$ cat config.mk
export PLATFORM = sky130hd
export DESIGN_NAME = if_fetch_unit
export DESIGN_NICKNAME = d
export VERILOG_FILES = /design/src/rtl/if_fetch_unit.sv
export SDC_FILE = /design/constraint.sdc
export NUM_CORES = 1
export LEC_CHECK = 0
export CORE_UTILIZATION = 46
export CTS_CLUSTER_DIAMETER = 120
export DETAILED_ROUTE_END_ITERATION = 8
export MAX_ROUTING_LAYER = met4
export PLACE_DENSITY = 0.77
export SYNTH_ARGS = -nofsm -noshare
export SYNTH_HDL_FRONTEND = slang
export SYNTH_SLANG_ARGS = --single-unit
$ cat constraint.sdc
create_clock -name clk -period 2.83 [get_ports clk]
set_input_delay 0.4245 -clock clk [delete_from_list [all_inputs] [get_ports clk]]
set_output_delay 0.4245 -clock clk [all_outputs]
set_load 0.005 [all_outputs]
$ cat src/rtl/if_fetch_unit.sv
// Instruction fetch: PC sequencing, icache handshake, stall hold and redirect squash.
// Zero-latency combinational outputs; icache_ready_i low holds the address, stall_i parks the instruction in HOLD.
module if_fetch_unit #(
  parameter logic [31:0] RESET_PC  = 32'h0000_0000,
  parameter logic [31:0] NOP_INSTR = 32'h0000_0013
) (
  input  logic        clk,
  input  logic        rst_n,
  input  logic        stall_i,
  input  logic        redirect_valid_i,
  input  logic [31:0] redirect_pc_i,
  output logic        icache_req_o,
  output logic [31:0] icache_addr_o,
  input  logic        icache_ready_i,
  input  logic [31:0] icache_rdata_i,
  output logic [31:0] instr_o,
  output logic [31:0] pc_o,
  output logic [31:0] pc_plus_o,
  output logic        instr_valid_o
);

  typedef enum logic [1:0] {
    FETCH   = 2'd0,
    HOLD    = 2'd1,
    DISCARD = 2'd2
  } state_t;

  state_t      state, state_nxt;
  logic [31:0] pc, pc_nxt;
  logic [31:0] pend_pc, pend_pc_nxt;
  logic [31:0] hold_instr, hold_instr_nxt;
  logic [31:0] redir_pc;
  logic [31:0] pc_plus;

  assign redir_pc      = redirect_pc_i & ~32'h3;
  assign pc_plus       = pc + 32'd4;
  assign pc_o          = pc;
  assign pc_plus_o     = pc_plus;
  assign icache_addr_o = pc;

  always_ff @(posedge clk) begin
    if (!rst_n) begin
      state      <= FETCH;
      pc         <= RESET_PC;
      pend_pc    <= 32'h0;
      hold_instr <= NOP_INSTR;
    end else begin
      state      <= state_nxt;
      pc         <= pc_nxt;
      pend_pc    <= pend_pc_nxt;
      hold_instr <= hold_instr_nxt;
    end
  end

  always_comb begin
    state_nxt      = state;
    pc_nxt         = pc;
    pend_pc_nxt    = pend_pc;
    hold_instr_nxt = hold_instr;
    icache_req_o   = 1'b0;
    instr_o        = NOP_INSTR;
    instr_valid_o  = 1'b0;

    case (state)
      FETCH: begin
        icache_req_o = 1'b1;
        if (redirect_valid_i) begin
          // A redirect squashes whatever returns; an unanswered request must still drain.
          if (icache_ready_i) begin
            pc_nxt = redir_pc;
          end else begin
            pend_pc_nxt = redir_pc;
            state_nxt   = DISCARD;
          end
        end else if (icache_ready_i) begin
          instr_o       = icache_rdata_i;
          instr_valid_o = 1'b1;
          if (stall_i) begin
            hold_instr_nxt = icache_rdata_i;
            state_nxt      = HOLD;
          end else begin
            pc_nxt = pc_plus;
          end
        end
      end

      HOLD: begin
        if (redirect_valid_i) begin
          pc_nxt    = redir_pc;
          state_nxt = FETCH;
        end else begin
          instr_o       = hold_instr;
          instr_valid_o = 1'b1;
          if (!stall_i) begin
            pc_nxt    = pc_plus;
            state_nxt = FETCH;
          end
        end
      end

      DISCARD: begin
        icache_req_o = 1'b1;
        if (redirect_valid_i) pend_pc_nxt = redir_pc;
        if (icache_ready_i) begin
          pc_nxt    = redirect_valid_i ? redir_pc : pend_pc;
          state_nxt = FETCH;
        end
      end

      default: begin
        state_nxt = FETCH;
      end
    endcase
  end

endmodule
==> summary.txt <==
Placed design
  • Worst slack at placement: 0.0299 ns
  • GP Congestion: 0.940
  • Port bufs: 196
  • Post-DP Area: 7730 um^2
  • Placed instance count: 1044
  • Hpwl dp: 13500 um

Clock network
  • Num CTS Buffers: 9
  • CTS H-tree lvls: 3
  • Clk slew on worst S/H paths: 0.06 ns
  • Clk Latency, worst-skew pair: 0.35 ns
  • CTS Buffer Depth: 2
  • Clk root buf: clkbuf_16
  • Hold-fix buffers at CTS: 0
  • CTS tree: done
  • Clk sinks: 98

Drt
  • Routed Antenna Nets: 0
  • DR vias/cell: 5.82
  • Drt wl/cell: 17.7 um
  • # DRC: 0
  • Routed vias: 6249
  • First-pass iteration count of the detailed router: 7
  • Initial DRC count: 591
  • Final wirelength: 19100 um

Global routing
  • GRT Total Usage: 29.9%
  • Vias in the first global route: 5643
  • GRT Residual Overflow: 0
  • First-pass GRT wire length: 29300 um
  • Initial antenna violation count: 0
  • Largest net degree at the start of global routing: 44

STA
  • Worst Tran Pin Value: 0.555 ns
  • Final count of pins violating max slew: 0
  • Final Setup Violations: 0
  • Final hold slack: 0.377 ns
  • Final period util: 97.5%
  • F_max: 0.362 GHz
  • Final Skew: 0.00832 ns
  • Tmin final: 2.76 ns
  • Final Hold Viols: 0
  • Sum of negative setup slack: 0 ns
  • Relative max-transition margin: 62.9%
  • Final worst slack: 0.0708 ns

Floorplanning
  • FP Rows: 40
  • Die Y: 113 um
  • Die Span X: 113 um
  • Die ar.: 12700 um^2
  • Initial Utilization: 47.1%
  • Top Ports: 199
  • Core Region: 12000 um^2

Logic synthesis
  • Count leader, synth: nand2_1
  • Warnings from Yosys: 0
  • Syn avg cell area: 7.60 um^2
  • Top_reg_cell synth: dfxtp_1
  • Ys async rst share: 0%
  • Post-synthesis cell type count: 58
  • Post-synth EDFFs: 0
  • Post-Syn Instances: 744
  • Cell Area, Synth: 5660 um^2
  • Post-synthesis register bit count: 98
  • Share of the synthesized area in the top cell type: 34.7%
  • Synthesized net count: 814
  • Post-synth top cells: nand2_1, dfxtp_1, a21boi_0
  • Top area cells in the synthesized netlist: dfxtp_1, nand2_1, a21boi_0, a22o_1, buf_4
  • Most area-hungry cell type in the Yosys netlist: dfxtp_1
  • Sequential-to-total area share from yosys stat: 34.7%

Setup path
  • Critical Path Sink Type: output port
  • Worst setup path startpoint: icache_addr_o[2]
  • Worst Path Arrival: 2.33 ns
  • Worst R2R Setup Slack: 0.57 ns
  • Worst path buffer plus inverter count: 3
  • WP data required: 2.41 ns
  • End of the critical path: pc_plus_o[26]
  • Critical path launch point type: flip-flop
  • Most used cell along the critical path: buf_4
  • Crit path depth: 8
  • CP Class: flip-flop to output port
  • Reg2reg path depth: 7
  • CP max stage delay: 0.52 ns
  • Worst Path Max Fanout: 5
  • Start of the worst register-to-register path: icache_addr_o[2]
  • Slowest-stage cell, CP: clkdlybuf4s50_1
  • Top delay family on crit path: buffers and inverters
  • Crit path cell chain: ha_2 > nand3_2 > buf_4 > nor4_2 > buf_4 > nand3_1 > xnor2_1 > clkdlybuf4s50_1
  • RR Endpoint: icache_addr_o[28]

Pwr
  • Leakage: 3.22 nW
  • Maximum VDD drop: 0.000317 V
  • PD cells: 454 nW/um^2
  • Total Power: 3.77 mW

Cells and area
  • NumNets Final: 992
  • Antenna Diode Count: 0
  • Post-Route Utilization: 69.1%
  • Non-filler cells, final: 1074
  • Layout area overhead: 46.7%
  • Post-layout instance area: 8300 um^2
  • Share of layout cells above drive strength 1: 12.6%

Outcome
  • Result of the run: completed

Hold path
  • Hold Crit Class: input pin to flip-flop

Run
  • Max Cap Violations: 0
[what timing repair did]
action / CTS / global route
pin swaps: 6 / 7
setup endpoints to repair: 16 / 15
buffers inserted: 6 / 8
resized for setup: 19 / 25
hold endpoints to repair: 0 / 0
[power breakdown]
part	switching [mW]	internal, mW
combinational	0.364	0.437
clock	0.538	0.913
sequential	0.0658	1.45
[logic make-up after synthesis]
logic type	Yosys count	synth area share [%]
compound gates	204	25.8
fa+ha+maj	1	0.221
buf+inv	102	9.05
simple gates	307	25.2
flops	98	34.7
mux	4	0.708
xor+xnor	28	4.34
[flip-flops by register name (all words and copies together), names as in the netlist]
register / cells
hold_instr: 32
icache_addr_o: 32
pend_pc: 32
state: 2
[worst min-delay path by stage]
stage	start	endpoint	cells after the start
after global placement	pend_pc[28]	pend_pc[28]	2
after detailed placement	pend_pc[27]	pend_pc[27]	2
after CTS	rst_n	icache_addr_o[27]	2
after global routing	rst_n	icache_addr_o[27]	2
final	rst_n	icache_addr_o[27]	2
after floorplan	pend_pc[8]	pend_pc[8]	2
[per-layer routing]
layer / track usage, % / wire length (um) / part of all wire (%)
met1: 37.9 / 8010 / 42
met2: 48.0 / 9090 / 48
met5: - / 0 / 0
met3: 5.14 / 1440 / 7.6
met4: 11.1 / 505 / 2.7
[placed cells by master (no fill, tap or decap), types with 5 or more instances in the layout]
cell and n:
a21boi_0 64, xnor2_1 20, and2_1 5, or3_1 5
nand3_1 21, clkdlybuf4s50_1 180, inv_1 8, nor3_1 8
nand4_1 11, buf_4 62, a22o_1 31, dfxtp_1 94
or4_4 5, o21ai_0 37, dlymetal6s2s_1 8, xor2_1 8
nand2_1 173, o211ai_1 7, clkbuf_16 9, o2bb2ai_1 5
a21oi_1 21, a31oi_1 5, and3_1 17, nor2_1 25
[cell type report]
class | count | area, um^2
sequential | 98 | 1970
clock buffer | 12 | 256
clock inverter | 4 | 97.6
tap | 147 | 184
fill | 970 | 3710
multi-input combinational | 544 | 3290
timing repair buffer | 261 | 2470
inverter | 8 | 30.0
Power figures use the tool's default switching activity.
